===== config.mk =====
export PLATFORM = sky130hd
export DESIGN_NAME = hazard_scoreboard
export DESIGN_NICKNAME = d
export VERILOG_FILES = /design/src/rtl/hazard_scoreboard_pkg.sv /design/src/rtl/hazard_scoreboard_countdown.sv /design/src/rtl/hazard_scoreboard.sv
export SDC_FILE = /design/constraint.sdc
export NUM_CORES = 1
export LEC_CHECK = 0
export BUFFER_PORTS_ARGS = -buffer_cell sky130_fd_sc_hd__clkbuf_2
export CORE_MARGIN = 3
export CORE_UTILIZATION = 30
export CTS_CLUSTER_SIZE = 16
export DETAILED_ROUTE_END_ITERATION = 6
export PLACE_DENSITY = 0.43
export SLEW_MARGIN = 25
export SYNTH_ARGS = -nofsm -noshare
export SYNTH_HDL_FRONTEND = slang
export SYNTH_SLANG_ARGS = --single-unit

===== constraint.sdc =====
create_clock -name clk -period 10.5 [get_ports clk]
set_input_delay 0.525 -clock clk [delete_from_list [all_inputs] [get_ports clk]]
set_output_delay 0.525 -clock clk [all_outputs]
set_load 0.03 [all_outputs]

===== src/rtl/hazard_scoreboard_pkg.sv =====
// Shared types and default sizing for the decode-stage hazard scoreboard.
package hazard_pkg;

   localparam int NUM_REGS_DEF = 32;
   localparam int MAX_LAT_DEF  = 7;
   localparam int CNT_W_DEF    = 16;
   localparam int REG_AW_DEF   = $clog2(NUM_REGS_DEF);
   localparam int LAT_W_DEF    = $clog2(MAX_LAT_DEF + 1);

   typedef logic [LAT_W_DEF-1:0]  lat_t;
   typedef logic [REG_AW_DEF-1:0] reg_idx_t;

   // x0 is hardwired zero: never tracked, never a hazard source
   localparam reg_idx_t REG_ZERO = '0;

endpackage


===== src/rtl/hazard_scoreboard_countdown.sv =====
// Per-register countdown: cycles left until the pending result is forwardable.
module reg_countdown #(
   parameter int LAT_W = 3
) (
   input  logic             clk,
   input  logic             resetn,
   input  logic             load,
   input  logic [LAT_W-1:0] load_val,
   output logic [LAT_W-1:0] cnt,
   output logic             nonzero
);

   // A new producer overrides the running count; otherwise count down to zero and hold
   always_ff @(posedge clk or negedge resetn) begin
      if (!resetn) begin
         cnt <= '0;
      end else if (load) begin
         cnt <= load_val;
      end else if (cnt != '0) begin
         cnt <= cnt - 1'b1;
      end
   end

   assign nonzero = |cnt;

endmodule


===== src/rtl/hazard_scoreboard.sv =====
// Decode-stage hazard scoreboard: RAW/WAW detection against per-register
// countdowns for variable-latency producers, issue stall/fire and stall statistics.
module hazard_scoreboard
   import hazard_pkg::*;
#(
   parameter  int NUM_REGS = NUM_REGS_DEF,
   parameter  int MAX_LAT  = MAX_LAT_DEF,
   parameter  int CNT_W    = CNT_W_DEF,
   localparam int REG_AW   = $clog2(NUM_REGS),
   localparam int LAT_W    = $clog2(MAX_LAT + 1)
) (
   input  logic              clk,
   input  logic              resetn,
   input  logic              issue_valid,
   input  logic [REG_AW-1:0] issue_rs1,
   input  logic [REG_AW-1:0] issue_rs2,
   input  logic              issue_use_rs1,
   input  logic              issue_use_rs2,
   input  logic [REG_AW-1:0] issue_rd,
   input  logic              issue_wr,
   input  logic [LAT_W-1:0]  issue_lat,
   input  logic              flush,
   output logic              issue_stall,
   output logic              issue_fire,
   output logic [NUM_REGS-1:0] busy_mask,
   output logic [CNT_W-1:0]  stall_count
);

   localparam logic [LAT_W:0] LAT_BOUND = (LAT_W + 1)'(MAX_LAT);

   logic [LAT_W-1:0] cnt [NUM_REGS];
   logic             raw1;
   logic             raw2;
   logic             waw;
   logic             rd_nonzero;

   assign cnt[0]       = '0;
   assign busy_mask[0] = 1'b0;

   generate
      for (genvar r = 1; r < NUM_REGS; r++) begin : g_reg
         reg_countdown #(
            .LAT_W (LAT_W)
         ) u_cnt (
            .clk      (clk),
            .resetn   (resetn),
            .load     (issue_fire & issue_wr & (issue_rd == REG_AW'(r))),
            .load_val (issue_lat),
            .cnt      (cnt[r]),
            .nonzero  (busy_mask[r])
         );
      end
   endgenerate

   // Hazard compare against the counts as they stand this cycle; an instruction's
   // own write is not visible to its reads. WAW keeps writebacks in order.
   always_comb begin
      rd_nonzero = (issue_rd != REG_AW'(REG_ZERO));
      raw1       = issue_use_rs1 & busy_mask[issue_rs1];
      raw2       = issue_use_rs2 & busy_mask[issue_rs2];
      waw        = issue_wr & rd_nonzero & (cnt[issue_rd] > issue_lat);
   end

   // Flush squashes the decode instruction and wins over any stall
   assign issue_stall = issue_valid & ~flush & (raw1 | raw2 | waw);
   assign issue_fire  = issue_valid & ~flush & ~issue_stall;

   // Saturating count of stall cycles
   always_ff @(posedge clk or negedge resetn) begin
      if (!resetn) begin
         stall_count <= '0;
      end else if (issue_stall && (stall_count != {CNT_W{1'b1}})) begin
         stall_count <= stall_count + 1'b1;
      end
   end

   a_lat_range: assert property (@(posedge clk) disable iff (!resetn)
      issue_fire |-> ({1'b0, issue_lat} <= LAT_BOUND))
      else $error("issue_lat above MAX_LAT at fire");

endmodule


==> flow_summary.ini <==
[setup_path]
crit_type = input port to output pin
critPathCaptureType = output pin
cp_slowest_cell = buf_2
path_cells = buf_2 -> mux4_2 -> mux4_2 -> mux2_2 -> ha_1 -> a21o_1 -> a21oi_1 -> o22a_1 -> nand2_1 -> buf_4 -> nor2_1 -> clkbuf_2
cp_common_cell = mux4_2
cp_max_fo = 30
crit_family = multiplexers
cp.arrival_ns = 4.56
cpPeakStageDelay_ns = 0.68
cp-start-kind = input port
critical_path_buf_inv_count = 3
critical_path_required_ns = 9.98

[global_routing]
grt_pass1_wl_microns = 37270
grt_use_total_pct = 15.95
antenna_found_initial = 0
grt-ovfl-total = 0
grt_pass1_vias = 6039
grt_max_degree = 57

[synth]
synth_top_family_by_area = multiplexers
synth_mux_area_share_pct = 26.42
yosys.area_share.simple_pct = 14.35
synth-edff-count = 0
synth-adder-area-share_pct = 9.836
synth_nets = 901
ys_ff_latch = 109
ys_async_sr_fraction_pct = 100.0
netlist_instances = 810
synth_xor_area_share_pct = 4.799
avgSynthCellArea_sq_um = 10.36
synth_compound_area_share_pct = 3.949
synth_area_sq_um = 8396
ys_seq_area_share_pct = 32.49
synth_top_flop_cell = dfrtp_1
yosysWarnings = 0
ys_types = 40

[sta]
rsz0062_at_grt = false
setup_ws_ns = 5.411
holdWs_ns = 0.2446
setup_violations = 0
fin_skew_ns = 0.01882
tightest_slew_ns = 0.9233
hold_violations = 0
max_slew_margin_pct = 38.45
fmax_mhz = 196.5
maxSlewViolCount = 0
period_minus_slack_ns = 5.089
post-route-period-util_pct = 48.47
fin_setup_tns_ns = 0

[cells_and_area]
layout_commonest_cell = dfrtp_1
seq_area_sq_um = 2728
drive_gt1_share_pct = 21.86
stdcell_area_sq_um = 9154
n_antenna_cell = 0
nFillCells = 2777
final_cell_mix = dfrtp_1 (109), mux2i_1 (99), inv_1 (71), clkbuf_2 (71), ha_1 (66)
nNetsFinal = 915
final_util_pct = 33.59
fin_cells = 1200
syn2layout_area_growth_pct = 9.031
multi_input_area_sq_um = 4987

[detailed_routing]
routed_wl_microns = 23510
drt-pass1-iter-count = 4
detail-route-antenna-nets = 0
drc = 0
routed_via_density = 4.844
drt_iter0_drc = 396
vias = 5813
wl_per_cell_microns = 19.59

[floorplanning]
initial_core_util_pct = 30.81
rows = 60
fp.dieW_microns = 173.3
dieArea_sq_um = 30030
core_sq_um = 27250
pin_count = 75
die_h_microns = 173.3

[place]
pre_cts_slack_ns = 5.329
port_buffers = 73
place_congestion = 0.7950
hpwl_microns = 17070
placed_cell_area_sq_um = 8860
dp.cells = 1185

[hold_path]
min_path_type = input port to async pin

[clocking]
root_buffer = clkbuf_16
cts_resized = 0
cts_tree = done
path_clk_slew_ns = 0.07
cts_made_buffers = 9
hold_buffers = 0
cts_buffer_depth = 2
post_cts_buffers = 0
clock-sinks = 109
htreeDepth = 3
clkLatencyLatePin_ns = 0.37

[run_status]
status = finished clean

[pwr]
power_density_nw_per_um2 = 281.5
leakage_nw = 4.116
irDropWorstVdd_v = 0.0001056
p_total_mw = 2.577

[flow_run]
drv_cap = 0
## synthesized netlist by cell type, types with 8 or more instances
library cell / n / area share (%)
dfrtp_1: 109 / 32
mux2i_1: 99 / 12
inv_1: 71 / 3.2
ha_1: 66 / 9.8
nand2_1: 59 / 2.6
xnor2_1: 46 / 4.8
mux4_2: 37 / 9.9
o21ai_0: 35 / 2.1
clkbuf_1: 34 / 1.5
buf_4: 33 / 3.0
nand2b_1: 33 / 2.5
nor2_1: 32 / 1.4
mux2_2: 21 / 2.8
nand3_1: 18 / 1.1
nor3_2: 16 / 1.9
mux2_1: 14 / 1.9
nor3_1: 13 / 0.77
or3_4: 13 / 1.7
a21oi_1: 8 / 0.48
## layer usage
metal	vias up	wire, microns	track usage, %
met5	-	0	0
met4	0	229	2.736
met3	15	604	2.300
met2	87	11520	27.35
met1	2926	11150	21.69
li1	2785	-	-
## sequential cells by signal, indices dropped and copies added, names as in the netlist
signal	cells
g.u_cnt.cnt	93
stall_count	16
## cells by family after synthesis
family,after synthesis
and+or+nand+nor,212
muxes,171
buffers and inverters,147
DFF,109
adders and majority gates,66
AOI/OAI and AO/OA,58
xor gates and xnor gates,46
other,1
## final timing paths
kind,from,end,slack (ns),cells past startpoint
setup / recovery,issue_rd[0],issue_fire,5.41,12
hold / removal,resetn,g_reg[25].u_cnt.cnt[2],0.24,1
setup reg to reg,g_reg[21].u_cnt.cnt[1],g_reg[14].u_cnt.cnt[0],6.32,11
hold reg to reg,stall_count[10],stall_count[10],0.50,1
max in group asynchronous,resetn,g_reg[7].u_cnt.cnt[1],8.96,2
min in group clk,stall_count[10],stall_count[10],0.50,1
## power breakdown
group / total [mW] / internal [mW] / switching (mW)
Combinational: 1.41 / 0.631 / 0.775
Sequential: 0.807 / 0.628 / 0.179
Clock: 0.365 / 0.187 / 0.178
## final cells by class
type | instances | area share (%)
Clock inverter | 6 | 0.7518
Timing Repair Buffer | 79 | 4.511
Sequential cell | 109 | 29.80
Tap cell | 372 | 5.085
Multi-Input combinational cell | 554 | 54.48
Clock buffer | 9 | 2.460
Inverter | 71 | 2.911
(Power assumes the default switching activity.)
